--- src/rtl/tpu_pkg.sv ---
// Shared TPU definitions: default datapath widths, the result-drain state
// encoding and a helper that turns FIFO flags into an occupancy count.
package tpu_pkg;

  localparam int TPU_ADDR_W  = 13;
  localparam int TPU_DATA_W  = 8;
  // Wide enough to count 255 elements and still reach the terminal value.
  localparam int DRAIN_CNT_W = 9;

  typedef enum logic [1:0] {
    IDLE   = 2'd0,
    STREAM = 2'd1,
    DONE   = 2'd2
  } drain_state_t;

  function automatic logic [1:0] fifo_level(input logic full, input logic empty);
    return full ? 2'd2 : (empty ? 2'd0 : 2'd1);
  endfunction

endpackage

--- src/rtl/sync_fifo2.sv ---
// Two-entry synchronous FIFO holding unified-buffer read data until the host
// stream accepts it. Reads return zero when empty.
module sync_fifo2 #(
  parameter int DATA_W = 8
) (
  input  logic              clk,
  input  logic              reset,
  input  logic              push,
  input  logic [DATA_W-1:0] push_data,
  input  logic              pop,
  output logic [DATA_W-1:0] pop_data,
  output logic              full,
  output logic              empty
);

  logic [DATA_W-1:0] mem0;
  logic [DATA_W-1:0] mem1;
  logic              wr_ptr;
  logic              rd_ptr;
  logic [1:0]        level;
  logic              do_push;
  logic              do_pop;

  assign do_push = push && !full;
  assign do_pop  = pop && !empty;

  always_ff @(posedge clk) begin
    if (!reset) begin
      mem0   <= '0;
      mem1   <= '0;
      wr_ptr <= 1'b0;
      rd_ptr <= 1'b0;
      level  <= 2'd0;
    end else begin
      if (do_push) begin
        if (wr_ptr) begin
          mem1 <= push_data;
        end else begin
          mem0 <= push_data;
        end
        wr_ptr <= ~wr_ptr;
      end
      if (do_pop) begin
        rd_ptr <= ~rd_ptr;
      end
      case ({do_push, do_pop})
        2'b10:   level <= level + 2'd1;
        2'b01:   level <= level - 2'd1;
        default: level <= level;
      endcase
    end
  end

  assign full     = (level == 2'd2);
  assign empty    = (level == 2'd0);
  assign pop_data = empty ? '0 : (rd_ptr ? mem1 : mem0);

endmodule

--- src/rtl/result_streamer.sv ---
// Drains one result block from the unified buffer onto the host stream,
// keeping at most two elements (buffered plus in flight) outstanding.
module result_streamer
  import tpu_pkg::*;
#(
  parameter int ADDR_W  = TPU_ADDR_W,
  parameter int DATA_W  = TPU_DATA_W,
  parameter int N_ELEMS = 4
) (
  input  logic              clk,
  input  logic              reset,
  input  logic              start_drain,
  input  logic [ADDR_W-1:0] base_addr,
  output logic              rd_en,
  output logic [ADDR_W-1:0] rd_addr,
  input  logic [DATA_W-1:0] rd_data,
  output logic              m_valid,
  input  logic              m_ready,
  output logic [DATA_W-1:0] m_data,
  output logic              m_last,
  output logic              busy,
  output logic              done
);

  localparam logic [DRAIN_CNT_W-1:0] NUM_ELEMS = DRAIN_CNT_W'(N_ELEMS);
  localparam logic [DRAIN_CNT_W-1:0] LAST_IDX  = DRAIN_CNT_W'(N_ELEMS - 1);

  drain_state_t            state;
  logic [ADDR_W-1:0]       next_addr;
  logic [DRAIN_CNT_W-1:0]  rd_cnt;
  logic [DRAIN_CNT_W-1:0]  out_cnt;
  logic                    rd_pend;
  logic                    fifo_full;
  logic                    fifo_empty;
  logic                    issue;
  logic                    pop;
  logic [2:0]              used_after_pop;

  sync_fifo2 #(
    .DATA_W (DATA_W)
  ) u_fifo (
    .clk       (clk),
    .reset     (reset),
    .push      (rd_pend),
    .push_data (rd_data),
    .pop       (pop),
    .pop_data  (m_data),
    .full      (fifo_full),
    .empty     (fifo_empty)
  );

  assign m_valid = !fifo_empty;
  assign pop     = m_valid && m_ready;
  assign m_last  = m_valid && (out_cnt == LAST_IDX);

  // An entry leaving this cycle frees its slot, which is what lets the
  // two-entry budget keep up with one element per cycle.
  assign used_after_pop = {1'b0, fifo_level(fifo_full, fifo_empty)}
                        + {2'b00, rd_pend} - {2'b00, pop};

  assign issue   = reset && (state == STREAM) && (rd_cnt < NUM_ELEMS)
                && (used_after_pop < 3'd2);
  assign rd_en   = issue;
  assign rd_addr = issue ? next_addr : '0;

  always_ff @(posedge clk) begin
    if (!reset) begin
      state     <= IDLE;
      busy      <= 1'b0;
      done      <= 1'b0;
      next_addr <= '0;
      rd_cnt    <= '0;
      out_cnt   <= '0;
      rd_pend   <= 1'b0;
    end else begin
      rd_pend <= issue;
      case (state)
        IDLE: begin
          done <= 1'b0;
          if (start_drain) begin
            state     <= STREAM;
            busy      <= 1'b1;
            next_addr <= base_addr;
            rd_cnt    <= '0;
            out_cnt   <= '0;
          end
        end
        STREAM: begin
          if (issue) begin
            next_addr <= next_addr + 1'b1;
            rd_cnt    <= rd_cnt + 1'b1;
          end
          if (pop) begin
            out_cnt <= out_cnt + 1'b1;
          end
          if (pop && m_last) begin
            state <= DONE;
            busy  <= 1'b0;
            done  <= 1'b1;
          end
        end
        DONE: begin
          done  <= 1'b0;
          state <= IDLE;
        end
        default: begin
          state <= IDLE;
          busy  <= 1'b0;
          done  <= 1'b0;
        end
      endcase
    end
  end

endmodule

--- config.mk ---
export PLATFORM = sky130hd
export DESIGN_NAME = result_streamer
export DESIGN_NICKNAME = d
export VERILOG_FILES = /design/src/rtl/tpu_pkg.sv /design/src/rtl/sync_fifo2.sv /design/src/rtl/result_streamer.sv
export SDC_FILE = /design/constraint.sdc
export NUM_CORES = 1
export LEC_CHECK = 0
export CORE_MARGIN = 1
export CORE_UTILIZATION = 56
export CTS_CLUSTER_DIAMETER = 40
export DETAILED_ROUTE_END_ITERATION = 10
export PLACE_DENSITY = 0.85
export SLEW_MARGIN = 15
export SYNTH_ARGS = -nofsm -noshare
export SYNTH_HDL_FRONTEND = slang
export SYNTH_SLANG_ARGS = --single-unit
--- constraint.sdc ---
create_clock -name clk -period 4.7 [get_ports clk]
set_input_delay 0.705 -clock clk [delete_from_list [all_inputs] [get_ports clk]]
set_output_delay 0.705 -clock clk [all_outputs]
set_load 0.005 [all_outputs]
# --- Word level (Yosys, flattened, before mapping) ---
# Cells that the tools add are included.
word_totals:
  inputBits: 25
  elab_cells: 75
  output_inout_bits: 26
  register_bits: 56
classes:
  eq_ne: 10
  n_bitwise: 3
  n_reduce_logical: 21
  n_addsub: 7
  mux: 20
  n_lt_le_gt_ge: 2
ops:
  columns: ["operator", "n"]
  rows:
  - ["$mux W13", 3]
  - ["$pmux W9 S2", 2]
  - ["$mux W9", 3]
  - ["$pmux W13 S2", 1]
  - ["$add A9 B1 Y9 const B", 2]
  - ["$mux W8", 2]
  - ["$add A13 B1 Y13 const B", 1]
  - ["$eq A9 B2 Y1 const B", 1]
  - ["$lt A9 B3 Y1 const B", 1]
  - ["$reduce_and A3 Y1", 3]
  - ["$logic_and A1 B1 Y1", 8]
  - ["$pmux W2 S2", 2]
  - ["$reduce_and A2 Y1", 4]
  - ["$eq A2 B2 Y1 const B", 3]
  - ["$mux W2", 3]
  - ["$ne A2 B2 Y1 const B", 3]
  - ["$eq A2 B1 Y1 const B", 2]
  - ["$logic_not A2 Y1", 2]
  - ["$reduce_bool A2 Y1", 2]
  - ["$add A2 B1 Y3", 1]
  - ["$lt A3 B2 Y1 const B", 1]
  - ["$mux W1", 3]
  - ["$not A1 Y1", 3]
  - ["$pmux W1 S3", 1]
  - ["5 further kinds", 6]

# --- Logic depth before layout (Yosys ltp) ---
# Gate-level depths: netlist of run 1.
logic_depth:
  word_depth: 9
  ltp_mapped: 11

# --- By module ---
# A second synthesis of run 1 with hierarchy kept.
hier_totals:
  cells_unflattened: 341
  hier_area_um2: 2969.1
modules_own_cells:
  columns: ["module", "cells_each", "instances", "area_per_inst_um2"]
  rows:
  - ["result_streamer", 239, 1, 2053.2]
  - ["sync_fifo2", 102, 1, 915.9]

# --- Least setup slack after synthesis of run 1 ---
# OpenSTA, ideal clock, no wires.
synth_timing:
  kind: "input -> output"
  from: "in m_ready"
  to: "out rd_addr[10]"
  path_slack_ns: 1.588
  t_arrival_ns: 2.407
  stages: 8
  cell_sequence: "o21ai_0 inv_1 ha_1 nor2b_1 xnor3_2 nor3_2 clkbuf_1 and2_1"
synth_between:
  elab_chain_cells: 5
synth_rtl:
  columns: ["item", "line", "text"]
  rows:
  - ["start: declaration", "result_streamer.sv:18", "input logic m_ready,"]
  - ["$logic_and A1 B1 Y1", "result_streamer.sv:53", "assign pop = m_valid && m_ready;"]
  - ["$sub A3 B1 Y3", "result_streamer.sv:59", "+ {2'b00, rd_pend} - {2'b00, pop};"]
  - ["$lt A3 B2 Y1", "result_streamer.sv:62", "&& (used_after_pop < 3'd2);"]
  - ["$logic_and A1 B1 Y1", "result_streamer.sv:62", null]
  - ["via rd_en", "result_streamer.sv:14", "output logic rd_en,"]
  - ["$mux W13", "result_streamer.sv:64", "assign rd_addr = issue ? next_addr : '0;"]
  - ["end: declaration", "result_streamer.sv:15", "output logic [ADDR_W-1:0] rd_addr,"]
# The timed path passes the listed nets, and every way through them passes these cells.

# --- Worst setup path in the final report of run 1 ---
layout_timing:
  from: "in m_ready"
  to: "out rd_addr[3]"
layout_between:
  elab_chain_cells: 5
layout_rtl:
  columns: ["item", "line"]
  rows:
  - ["$logic_and A1 B1 Y1", "result_streamer.sv:53"]
  - ["$sub A3 B1 Y3", "result_streamer.sv:59"]
  - ["$lt A3 B2 Y1", "result_streamer.sv:62"]
  - ["$logic_and A1 B1 Y1", "result_streamer.sv:62"]
  - ["$mux W13", "result_streamer.sv:64"]
# Every way passes these cells.

==> metrics.txt, run 1 <==
status complete, no violations; Fin Setup TNS 0 ns; DR pass1 iterations 4; synthesis-to-layout area growth 22.2%; Setup WS post-layout 0.707 ns; Leakage 0.00128 uW; worst flop-to-flop path startpoint u_fifo.level[0]; Main synth FF type dfxtp_1; post-synthesis sequential area ratio 0.408; maximum clock insertion buffer count 2; placed cell area 3280 um2; core area 4720 um2; fin cells 427; final max-slew violation count 0; Post-synth EDFFs 0; maximum vdd drop 0.000206 V; CTS tree yes; final hold violation count 0; Syn Nets 346; die width 72.1 um; Least-Margin Pin Slew 0.994 ns; clock skew 0.00800 ns; Tcrit/Tclk final 0.850; worst slack, placed 0.718 ns; cell area after synthesis 2750 um2; pin count of the biggest net entering global routing 38; FF-to-FF setup slack 1.87 ns; Logic pwr share 0.252; cell count after placement 420; Reg2Reg Depth 8; Arr. time, crit path 3.29 ns; mux cell area share after synthesis 0.106; Core Rows 25; global-route wire length before repair 10100 um; post-cts sizing count 0; DRT antenna net count 0; Netlist cell types 43; Clk pwr share 0.235; clk_lat worst skew 0.31 ns; DR iter-0 viols 156; Yosys Warn Count 0; P_int 739 uW; post-layout min period 3.99 ns; Synth Area in Compound Gates 0.124; Vias/cell 5.60; R2R Path End next_addr[10]; PwrDens 322 nW/um2; average wire per standard cell 14.2 um; CP endpoint rd_addr[3]; final setup fails 0; post-DP HPWL 4220 um; main combinational cell family by area after synthesis simple AND/OR/NAND/NOR gates; DR DRC count 0; Slew headroom 0.337; number of global-route vias before repair 2219; Final Cell Area 3360 um2; switch share 0.316; asr flop ratio synth 0; initial antenna violation count 0; Flop pwr share 0.513; global route overflow 0; synthesized flop and latch total 56; Mean Syn Cell Area 8.70 um2; Post-Synth Adder-Cell Area 0.0228; ant diodes 0; initial core utilization 0.582; Clk pin slew, worst setup/hold paths 0.09 ns; via count 2390; Max Freq 0.250 GHz; root buffer cell clkbuf_8; xor/xnor cell area share of the yosys netlist 0.0501; net switching power 341 uW; port bufs 50; Worst Hold Class flop to flop; CP startpoint kind input pin; crit path kind input pin to primary output; Worst setup EP type primary output; Ports 51; Mapped Cells 316; critical path peak fanout 16; Overall Global Routing Usage 0.245; die footprint 5190 um2; RSZ-0062 raised after global routing false; Hold WS 0.473 ns; CTS HTree Levels 2; Final #Nets 390; Synth Area in Simple Gates 0.250; Detailed Route WL 6050 um; setup repair bufs after CTS 0; share of cells above drive strength 1 0.0417; CTS Hold Bufs 0; clk sinks 56; total CTS buffers 5; Max Cap Viol 0; Chip Height 72.1 um; Routability Congestion 0.800; CP required 3.99 ns; crit path from m_ready
-- placed cells by master, fill, tap and decap left out, types with 9 or more instances in the layout --
| cell | count |
|---|---|
| a21oi_1 | 17 |
| and2_1 | 20 |
| clkdlybuf4s50_1 | 50 |
| dfxtp_1 | 56 |
| mux2i_1 | 29 |
| nand2_1 | 18 |
| nand4_1 | 9 |
| nor2_1 | 54 |
| xor2_1 | 10 |
-- routing by layer --
layer  wire [um]  share of wire  global-route usage
met2        2920           0.48               0.399
met4          52         0.0086              0.0588
met5           0              0                   0
met3         264          0.044              0.0500
met1        2820           0.47               0.335
-- cells by family after synthesis --
family / after synthesis
AND/OR/NAND/NOR: 139
flip-flops: 56
AO/OA/AOI/OAI: 49
multiplexers: 29
buffers and inverters: 24
XOR/XNOR: 14
adder cells (fa/ha/maj): 5
-- synth_stat cells, drive strengths merged (2+ instances only) --
master / instances / area share
o31a: 2 / 0.0064
inv: 8 / 0.011
nand2: 18 / 0.025
buf: 4 / 0.012
mux2i: 29 / 0.11
nand3: 8 / 0.015
a211o: 2 / 0.0064
a21oi: 17 / 0.031
and3: 4 / 0.0091
nor2: 55 / 0.076
nor2b: 2 / 0.0046
xor2: 10 / 0.032
nor4: 4 / 0.0091
nor3: 8 / 0.016
and4: 2 / 0.0064
o31ai: 7 / 0.024
o22ai: 2 / 0.0046
a32oi: 2 / 0.0064
o21a: 3 / 0.0082
xnor2: 3 / 0.0096
a211oi: 3 / 0.0082
o211ai: 5 / 0.014
nand4: 9 / 0.020
o21ai: 3 / 0.0055
ha: 5 / 0.023
dfxtp: 56 / 0.41
clkbuf: 12 / 0.016
and2: 20 / 0.046
nand3b: 2 / 0.0055
nand2b: 3 / 0.0068
-- power groups by stage --
stage          Combinational [uW]  Sequential [uW]  Clock (uW)
6_report                      272              554         254
5_1_grt                       301              561         273
4_1_cts                       272              553         258
3_5_place_dp                  270              565           0
3_3_place_gp                  263              564           0
2_1_floorplan                 212              537           0
-- worst max-delay path, stage by stage --
cell and delay [ns]:
clkdlybuf4s50_1 0.41, o21ai_0 0.20, inv_1 0.14, ha_1 0.31, nor2b_1 0.12, xnor3_2 0.34
nor3_2 0.17, buf_4 0.22, and2_1 0.15, clkdlybuf4s50_1 0.50
-- flip-flops by register name, indices dropped and copies added (netlist names), 2 cells and up --
name          count
next_addr        13
out_cnt           9
rd_cnt            9
u_fifo.mem0       8
u_fifo.mem1       8
state             2
u_fifo.level      2
-- layout make-up --
class,instances,area [um2]
well taps,67,83.8
multi-input cells,236,1520
clock buffers,5,68.8
clock inverters,2,12.5
fillers,392,1370
repair buffers,53,523
flip-flops and latches,56,1120
inverters,8,30.0
-- per-stage QoR --
| step | utilization | power, uW |
|---|---|---|
| CTS | 0.711 | 1080 |
| global route | 0.711 | 1140 |
| floorplan | - | 749 |
| global placement | 0.694 | 827 |
| detailed placement | 0.694 | 835 |
| finish | 0.711 | 1080 |
-- worst min-delay path by stage --
stage	startpoint	end	slack [ns]	cells after the start
after detailed placement	rd_cnt[4]	rd_cnt[4]	0.45	1
final	rd_cnt[8]	rd_cnt[8]	0.47	1
after floorplan	rd_cnt[5]	rd_cnt[5]	0.43	1
after global routing	rd_cnt[3]	rd_cnt[3]	0.50	1
after global placement	rd_cnt[1]	rd_cnt[1]	0.44	2
after CTS	rd_cnt[4]	rd_cnt[4]	0.47	1
Power figures use the tool's default switching activity.
==> run 2: changes to the inputs <==
- CORE_UTILIZATION: 56 -> 52
- PLACE_DENSITY: 0.85 -> 0.8
- clock period: 4.7 -> 3.85 ns (I/O delays scaled with it)
==> metrics.txt, run 2 (synthesis results as in run 1) <==
CP startpoint kind input pin; total power after layout 1350 uW (+25%); commonest non-fill, non-tap cells in the layout dfxtp_1 (56), nor2_1 (54), clkdlybuf4s50_1 (50); Fill cells 449 (+15%); RSZ-0062 raised after global routing false; initial core utilization 0.538 (-0.0438); Overall Global Routing Usage 0.231 (-0.0144); maximum vdd drop 0.000279 V (+36%); final setup fails 0 (unchanged); Core Rows 26 (+4.0%); Slew headroom 0.336 (-0.000894); DR DRC count 0 (unchanged); Arr. time, crit path 3.07 ns (-0.22 ns); global route overflow 0 (unchanged); PwrDens 399 nW/um2 (+24%); average wire per standard cell 14.0 um (-1.0%); Leakage 0.00130 uW (+1.1%); DRT antenna net count 0 (unchanged); Clk pin slew, worst setup/hold paths 0.10 ns (about the same); status complete, no violations; post-DP HPWL 4310 um (+2.1%); pin count of the biggest net entering global routing 27 (-29%); Final #Nets 392 (+0.51%); final max-slew violation count 0 (unchanged); Largest register FFs 13 (unchanged); initial antenna violation count 0 (unchanged); CTS tree yes; root buffer cell clkbuf_8; critical path peak fanout 16 (unchanged); Hold WS 0.471 ns (-0.00187 ns); ant diodes 0 (unchanged); share of cells above drive strength 1 0.0496 (+0.00792); Ports 51 (unchanged); crit path kind input pin to primary output; cell count after placement 425 (+1.2%); Tcrit/Tclk final 0.948; maximum clock insertion buffer count 2 (unchanged); commonest non-fill, non-tap cell in the layout dfxtp_1; Reg with most FFs next_addr; post-cts sizing count 0 (unchanged); DR pass1 iterations 4 (unchanged); CP required 3.27 ns (-0.72 ns); total CTS buffers 5 (unchanged); fin cells 433 (+1.4%); clk_lat worst skew 0.32 ns (about the same); placed cell area 3300 um2 (+0.57%); via count 2422 (+1.3%); Vias/cell 5.59 (about the same); clock skew 0.00712 ns (-0.000882 ns); global-route wire length before repair 9760 um (-3.2%); number of global-route vias before repair 2126 (-4.2%); core area 5110 um2 (+8.1%); DR iter-0 viols 135 (-13%); Least-Margin Pin Slew 0.996 ns (+0.00134 ns); die width 74.7 um (+3.7%); port bufs 50 (unchanged); die footprint 5580 um2 (+7.5%); Fin Setup TNS 0 ns (unchanged); Routability Congestion 0.836 (+4.5%); biggest regs next_addr x13, out_cnt x9, rd_cnt x9; Chip Height 74.7 um (+3.7%); clk sinks 56 (unchanged); setup repair bufs after CTS 0 (unchanged); CTS HTree Levels 2 (unchanged); CTS Hold Bufs 0 (unchanged); Worst setup EP type primary output; Max Freq 0.274 GHz; Worst Hold Class flop to flop; post-layout min period 3.65 ns; Final Cell Area 3390 um2 (+0.93%); Detailed Route WL 6080 um (+0.38%); synthesis-to-layout area growth 23.3%; final hold violation count 0 (unchanged); Max Cap Viol 0 (unchanged)
==> run 2: layout make-up <==
class | instances | area (um2) | share of cell area
Clock inverter | 3 | 25.0 | 0.00738
Timing Repair Buffer | 55 | 538 | 0.159
Inverter | 8 | 30.0 | 0.00886
Multi-Input combinational cell | 236 | 1520 | 0.448
Sequential cell | 56 | 1120 | 0.331
Tap cell | 70 | 87.6 | 0.0258
Clock buffer | 5 | 68.8 | 0.0203
==> run 2: through the flow <==
step / util / worst slack, ns
2_1_floorplan: - / 0.955
3_3_place_gp: 0.645 / 0.316
3_5_place_dp: 0.645 / 0.210
4_1_cts: 0.664 / 0.193
5_1_grt: 0.664 / 0.0321
6_report: 0.664 / 0.201
==> run 2: path summary, 6_finish.rpt <==
path | start | end | slack (ns) | cells past startpoint
setup / recovery | m_ready | rd_addr[7] | 0.20 | 10
hold / removal | rd_cnt[1] | rd_cnt[1] | 0.47 | 2
setup reg to reg | u_fifo.level[0] | next_addr[10] | 1.25 | 8
hold reg to reg | rd_cnt[1] | rd_cnt[1] | 0.47 | 2
==> run 2: power breakdown <==
part	total, uW	switching [uW]	leakage, uW	internal (uW)
sequential	676	56.8	0.000455	619
combinational	338	175	0.000797	164
clock	338	205	0.0000452	133
==> run 2: critical path, cell delays in order <==
cell,delay [ns]
clkdlybuf4s50_1,0.42
o21ai_0,0.14
inv_1,0.11
ha_1,0.30
nor2b_1,0.12
xnor3_2,0.34
nor3_2,0.17
buf_4,0.22
and2_1,0.16
clkdlybuf4s50_1,0.51
==> run 2: layer usage <==
metal  GRT usage  share of wire  vias to the layer above
li1            -              -                     1197
met1       0.314           0.47                     1159
met2       0.366           0.48                       61
met3      0.0576          0.044                        5
met4      0.0608         0.0049                        0
met5           0              0                        -
